===== src/rtl/fetch_pkg.sv =====
// -----------------------------------------------------------------------------
// fetch_pkg
// Shared definitions for the instruction-fetch sequencer:
//   - fetch_state_e : FSM state encoding (IDLE, REQ, HOLD, STEP, SETTLE)
//   - STROBE_ACTIVE / STROBE_IDLE : levels of the active-low counter strobes
// -----------------------------------------------------------------------------
package fetch_pkg;

  typedef enum logic [2:0] {
    IDLE   = 3'd0,
    REQ    = 3'd1,
    HOLD   = 3'd2,
    STEP   = 3'd3,
    SETTLE = 3'd4
  } fetch_state_e;

  localparam logic STROBE_ACTIVE = 1'b0;
  localparam logic STROBE_IDLE   = 1'b1;

endpackage


===== src/rtl/fetch_seq.sv =====
// -----------------------------------------------------------------------------
// fetch_seq
// Instruction-fetch sequencer driving an external up-counter program counter.
// One fetch: capture pc_q and request memory, latch the word into ir, wait for
// decode to accept it, pulse exactly one counter strobe (load on redirect,
// increment otherwise), then give the counter a cycle to settle.
//
// Ports
//   clk        : clock, all state changes on the rising edge
//   clear      : synchronous active-low reset
//   halt       : blocks the start of a new fetch (looked at only in IDLE)
//   pc_q       : current counter value
//   pc_inc     : active-low increment strobe to the counter (idle high)
//   pc_load    : active-low load strobe to the counter (idle high)
//   pc_d       : load value presented to the counter
//   mem_req    : instruction-memory read request
//   mem_addr   : read address, pc_q captured at request start
//   mem_ack    : memory completion, mem_data valid in the same cycle
//   mem_data   : instruction word from memory
//   ir         : registered instruction
//   ir_valid   : ir holds an unconsumed instruction
//   ir_ready   : decode accepts ir when ir_valid and ir_ready are both high
//   br_valid   : redirect request, sampled only in the accept cycle
//   br_target  : redirect address
// -----------------------------------------------------------------------------
module fetch_seq
  import fetch_pkg::*;
#(
  parameter int N = 4,
  parameter int W = 8
) (
  input  logic         clk,
  input  logic         clear,
  input  logic         halt,
  input  logic [N-1:0] pc_q,
  output logic         pc_inc,
  output logic         pc_load,
  output logic [N-1:0] pc_d,
  output logic         mem_req,
  output logic [N-1:0] mem_addr,
  input  logic         mem_ack,
  input  logic [W-1:0] mem_data,
  output logic [W-1:0] ir,
  output logic         ir_valid,
  input  logic         ir_ready,
  input  logic         br_valid,
  input  logic [N-1:0] br_target
);

  fetch_state_e state_r, state_s;
  logic         pc_inc_r, pc_inc_s;
  logic         pc_load_r, pc_load_s;
  logic [N-1:0] pc_d_r, pc_d_s;
  logic         mem_req_r, mem_req_s;
  logic [N-1:0] mem_addr_r, mem_addr_s;
  logic [W-1:0] ir_r, ir_s;
  logic         ir_valid_r, ir_valid_s;

  // Next-state and next-output logic; every output is registered, so the
  // strobe chosen on the accept edge is low for exactly the STEP cycle.
  always_comb begin
    state_s    = state_r;
    pc_inc_s   = STROBE_IDLE;
    pc_load_s  = STROBE_IDLE;
    pc_d_s     = pc_d_r;
    mem_req_s  = mem_req_r;
    mem_addr_s = mem_addr_r;
    ir_s       = ir_r;
    ir_valid_s = ir_valid_r;

    case (state_r)
      IDLE: begin
        if (!halt) begin
          state_s    = REQ;
          mem_req_s  = 1'b1;
          mem_addr_s = pc_q;
        end else begin
          state_s    = IDLE;
        end
      end
      REQ: begin
        if (mem_ack) begin
          state_s    = HOLD;
          mem_req_s  = 1'b0;
          ir_s       = mem_data;
          ir_valid_s = 1'b1;
        end else begin
          state_s    = REQ;
        end
      end
      HOLD: begin
        if (ir_valid_r && ir_ready) begin
          state_s    = STEP;
          ir_valid_s = 1'b0;
          // Redirect is decided here, in the accept cycle only.
          if (br_valid) begin
            pc_d_s    = br_target;
            pc_load_s = STROBE_ACTIVE;
          end else begin
            pc_inc_s  = STROBE_ACTIVE;
          end
        end else begin
          state_s    = HOLD;
        end
      end
      STEP: begin
        // Strobes fall back to idle by default; SETTLE lets pc_q update.
        state_s = SETTLE;
      end
      SETTLE: begin
        state_s = IDLE;
      end
      default: begin
        state_s    = IDLE;
        mem_req_s  = 1'b0;
        ir_valid_s = 1'b0;
      end
    endcase
  end

  // State and output registers with synchronous active-low clear.
  always_ff @(posedge clk) begin
    if (!clear) begin
      state_r    <= IDLE;
      pc_inc_r   <= STROBE_IDLE;
      pc_load_r  <= STROBE_IDLE;
      pc_d_r     <= {N{1'b0}};
      mem_req_r  <= 1'b0;
      mem_addr_r <= {N{1'b0}};
      ir_r       <= {W{1'b0}};
      ir_valid_r <= 1'b0;
    end else begin
      state_r    <= state_s;
      pc_inc_r   <= pc_inc_s;
      pc_load_r  <= pc_load_s;
      pc_d_r     <= pc_d_s;
      mem_req_r  <= mem_req_s;
      mem_addr_r <= mem_addr_s;
      ir_r       <= ir_s;
      ir_valid_r <= ir_valid_s;
    end
  end

  assign pc_inc   = pc_inc_r;
  assign pc_load  = pc_load_r;
  assign pc_d     = pc_d_r;
  assign mem_req  = mem_req_r;
  assign mem_addr = mem_addr_r;
  assign ir       = ir_r;
  assign ir_valid = ir_valid_r;

endmodule


===== config.mk =====
export PLATFORM = sky130hd
export DESIGN_NAME = fetch_seq
export DESIGN_NICKNAME = d
export VERILOG_FILES = /design/src/rtl/fetch_pkg.sv /design/src/rtl/fetch_seq.sv
export SDC_FILE = /design/constraint.sdc
export NUM_CORES = 1
export LEC_CHECK = 0
export ABC_AREA = 1
export BUFFER_PORTS_ARGS = -buffer_cell sky130_fd_sc_hd__buf_4
export CORE_MARGIN = 2
export CORE_UTILIZATION = 48
export CTS_CLUSTER_DIAMETER = 50
export DETAILED_ROUTE_END_ITERATION = 12
export PLACE_DENSITY = 0.81
export SETUP_SLACK_MARGIN = 0.02
export SYNTH_ARGS = -nofsm -noshare
export SYNTH_HDL_FRONTEND = slang
export SYNTH_SLANG_ARGS = --single-unit
export TNS_END_PERCENT = 20

===== constraint.sdc =====
create_clock -name clk -period 2.55 [get_ports clk]
set_input_delay 0.765 -clock clk [delete_from_list [all_inputs] [get_ports clk]]
set_output_delay 0.765 -clock clk [all_outputs]
set_load 0.05 [all_outputs]

---- After elaboration in Yosys (flattened, before gate mapping) ----
Index checks and enable logic that the tools add are counted.
word-level totals
  register bits ........................... 23
  input port bits ......................... 22
  output and inout port bits .............. 20
  word-level logic and storage cells ...... 40
cells by class
  equality and inequality tests ........... 7
  mux-type cells .......................... 12
  bitwise operators ....................... 3
  reductions and logical operators ........ 10
operators with widths
  cell                number
  $pmux 3 s4          1
  $reduce_and 3->1    4
  $mux 1              8
  $eq 3x2->1 const B  2
  $ne 2x2->1 const B  3
  $pmux 1 s3          2
  $reduce_or 3->1     2
  $reduce_and 2->1    2
  $eq 3x1->1 const B  1
  $eq 3x3->1 const B  1
  $logic_not 3->1     1
  $not 1->1           3
  $mux 2              1
  $logic_and 1x1->1   1

---- Longest topological paths before layout ----
  depth after elaboration ................. 4
  depth in mapped cells ................... 7
  gate-level depth less buffers ........... 7

---- Least setup slack after synthesis ----
Ideal clock, no wire load.
  path type ............................... reg-to-reg
  from .................................... register ir_valid_r, in the netlist ir_valid
  to ...................................... register pc_d_r[0], in the netlist pc_d[0]
  setup time .............................. 0.114 ns
  data arrival time ....................... 1.302 ns
  required time ........................... 2.436 ns
  setup slack ............................. 1.133 ns
  cell stages (with the launch flop) ...... 8
  path buffers ............................ 0
  clock period less this slack ............ 1.417 ns
  path through ............................ dfxtp_1 inv_1 nor2_1 nand3_4 nor2_8 nand2_1 nand2_1 nor2_1
between the ends
  cells in the longest elaborated chain, start to end .. 2
RTL lines
  item                               line              text
  start, declared                    fetch_seq.sv:57   logic ir_valid_r, ir_valid_s;
  start signal, assigned             fetch_seq.sv:140  ir_valid_r <= ir_valid_s;
  $logic_and 1x1->1                  fetch_seq.sv:92   if (ir_valid_r && ir_ready) begin
  $reduce_and 3->1 (no source line)  n/a
  end signal, assigned               fetch_seq.sv:127  pc_d_r <= {N{1'b0}};
  end signal, assigned               fetch_seq.sv:136  pc_d_r <= pc_d_s;
  end, declared                      fetch_seq.sv:53   logic [N-1:0] pc_d_r, pc_d_s;
No other way between the ends.
A chain may end at the register's enable or synchronous reset.

---- Worst setup path after layout ----
  from .................................... register ir_valid_r, in the netlist ir_valid
  to ...................................... output port ir_valid
RTL lines
  item           line             text
  end, declared  fetch_seq.sv:44  output logic ir_valid,
No word-level cell between the ends.

==> impl_metrics.csv <==
group,metric,value,unit
timing,period_share,66.24,%
logic_synthesis,netlist_area,933.4,um2
logic_synthesis,ys_types,18,
drt,wl_met2,1052,um
hold_path,worstHoldEndpoint,"mem_addr[1]",
setup_path,cp.required,1.79,ns
drt,drt-total-wl,2040,um
timing,finClkSkew,0.01748,ns
clock_tree,cts_tree,"yes",
floorplanning,row_count,15,
logic_synthesis,yosysWarnings,0,
floorplanning,initial_core_util,52.35,%
drt,top_layer,"met4",
clock_tree,hold_buffers,0,
clock_tree,cts.sinks,23,
status,status,"finished, final reports clean",
final_layout,area_growth,38.47,%
power_and_ir_drop,cellPowerDensity,574.7,nW/um2
global_routing,grt_pass1_wl,3139,um
timing,rsz0062_at_grt,"no",
global_routing,antenna_found_initial,0,
timing,clock.fmax,0.5920,GHz
setup_path,crit_family,"flip-flops",
floorplanning,die_h,48.10,um
drt,dr.pass1.iters,4,
floorplanning,die_w,48.10,um
logic_synthesis,synthCells,124,
setup_path,critPathMaxFanout,3,
clock_tree,post_cts_resize_count,0,
setup_path,slowest_delay,0.39,ns
timing,setup_viol,0,
clock_tree,clkLatencyLatePin,0.32,ns
timing,hold_viol_final,0,
final_layout,drive_above_1_share,32.93,%
place,gp_congestion,0.8144,
setup_path,reg2reg_depth,7,
power_and_ir_drop,p_leak,0.6547,nW
global_routing,grt_max_degree,22,
drt,viasPerCell,4.635,
global_routing,gr-total-overflow,0,
power_and_ir_drop,ir_drop,0.4061,mV
logic_synthesis,yosysTopAreaCellShare,49.33,%
logic_synthesis,synthArstFlopShare,0,%
setup_path,crit_path_start_kind,"flop",
clock_tree,htreeDepth,1,
logic_synthesis,synth_most_common_cell,"nor2_1",
logic_synthesis,synth_top_flop_cell,"dfxtp_1",
timing,relSlewSlack,84.68,%
clock_tree,cts_root_buf,"clkbuf_4",
final_layout,fin_nets,190,
logic_synthesis,synth.avg_cell_area,7.527,um2
setup_path,critical_path.cell_chain,"buf_4",
setup_path,r2r_setup_slack,1.31,ns
place,port_buffers,41,
drt,drc,0,
setup_path,crit-reg2reg-launch,"state_r[0]",
floorplanning,core,1783,um2
floorplanning,die_area,2313,um2
place,hpwl,1577,um
drt,wire_per_inst,10.63,um
drt,met3WireLength,124,um
hold_path,hold_depth,2,
timing,worst_slack,0.8609,ns
timing,period_needed,1.689,ns
logic_synthesis,syn-num-nets,146,
hold_path,min_from,"mem_addr[1]",
global_routing,grt_pass1_vias,774,
timing,worst_pin_slew,0.2289,ns
setup_path,crit_buf_inv,1,
place,pre_cts_ws,1.023,ns
logic_synthesis,ys_seq_area_share,49.33,%
hold_path,min_path_type,"reg2reg",
setup_path,critPathKind,"reg2out",
floorplanning,ios,42,
clock_tree,cts_setup_buffers,0,
clock_tree,clk_pin_slew,0.13,ns
drt,drt_iter0_drc,8,
setup_path,startpoint,"ir_valid",
setup_path,crit_slowest_cell,"dfxtp_1",
drt,met1_length,832,um
clock_tree,max-clock-path-buffers,2,
setup_path,crit_arrival,0.92,ns
setup_path,endpoint_kind,"output pin",
clock_tree,cts_buffers,3,
logic_synthesis,ys_ff_latch,23,
final_layout,diodes,0,
run,drv_cap,0,
timing,finalSetupTns,0,ns
timing,slew_viol_final,0,
logic_synthesis,synth_area_leaders,"dfxtp_1 49%, nor2_1 12%, inv_1 7.2%",
drt,ant_nets,0,
logic_synthesis,synth.largest_area_cell,"dfxtp_1",
drt,vias,890,
setup_path,r2r_end,"ir[4]",
logic_synthesis,ys_top_cells_by_count,"29 x nor2_1, 23 x dfxtp_1, 18 x inv_1, 15 x nand2_1, 12 x o21ai_0",
logic_synthesis,synth_edf_count,0,
global_routing,track_usage,19.65,%
-- cells by family after synthesis --
family                 count (synthesis)  synth area share (%)
buffers and inverters                 23                 9.248
AO/OA/AOI/OAI                         20                 10.99
flip-flops                            23                 49.33
AND/OR/NAND/NOR                       58                 30.43
-- metrics by stage --
stage          utilization (%)  total power, W  instance area, um2  hold slack [ns]  instances
3_5_place_dp             70.95       0.0005827                1265           0.4380        188
6_report                 72.49       0.0007428                1292           0.4566        192
4_1_cts                  72.49       0.0007487                1292           0.4575        192
2_1_floorplan                -       0.0005164               933.4           0.4737        124
3_3_place_gp             70.95       0.0005775                1265           0.4313        188
5_1_grt                  72.49       0.0007839                1292           0.4920        192
-- area by class of cell --
class                      instances  area (um2)
fill                             162       490.5
sequential                        23       460.4
multi-input combinational         78       386.6
timing repair buffer              41       307.8
inverter                          21       78.83
tap                               25       31.28
clock buffer                       3       22.52
clock inverter                     1       5.005
-- sequential cells by signal, indices dropped and copies added (netlist names) --
register,flops
state_r,3
mem_addr,4
ir_valid,1
pc_inc,1
pc_d,4
pc_load,1
ir,8
mem_req,1
-- worst max path at each step --
stage,endpoint,slack (ns),cells past startpoint
floorplan,pc_d[0],1.13,7
global placement,ir[5],1.05,6
detailed placement,mem_addr[3],1.02,5
CTS,ir_valid,0.86,1
global route,ir_valid,0.82,1
finish,ir_valid,0.86,1
-- power breakdown --
| part | total, W | leakage [nW] | switching, W | internal [W] |
|---|---|---|---|---|
| Sequential | 0.000392 | 0.188 | 0.0000119 | 0.000380 |
| Combinational | 0.000182 | 0.449 | 0.000119 | 0.0000635 |
| Clock | 0.000169 | 0.0177 | 0.000110 | 0.0000588 |
-- metal layers --
metal  vias to the layer above  global-route usage [%]
li1                        468                       -
met1                       392                   19.63
met2                        25                   37.87
met3                         5                   6.296
met4                         0                   6.486
met5                         -                       0
-- cells in the final DEF (no fill, tap or decap) --
cell type,count
a21oi_1,7
buf_4,41
clkbuf_4,3
clkinv_2,1
dfxtp_1,23
inv_1,18
inv_2,3
nand2_1,15
nand2_2,1
nand3_1,6
nand3_2,1
nand3_4,1
nor2_1,29
nor2_2,1
nor2_4,2
nor2_8,1
nor4_1,1
o211ai_1,1
o21ai_0,12
Power figures use the tool's default switching activity.
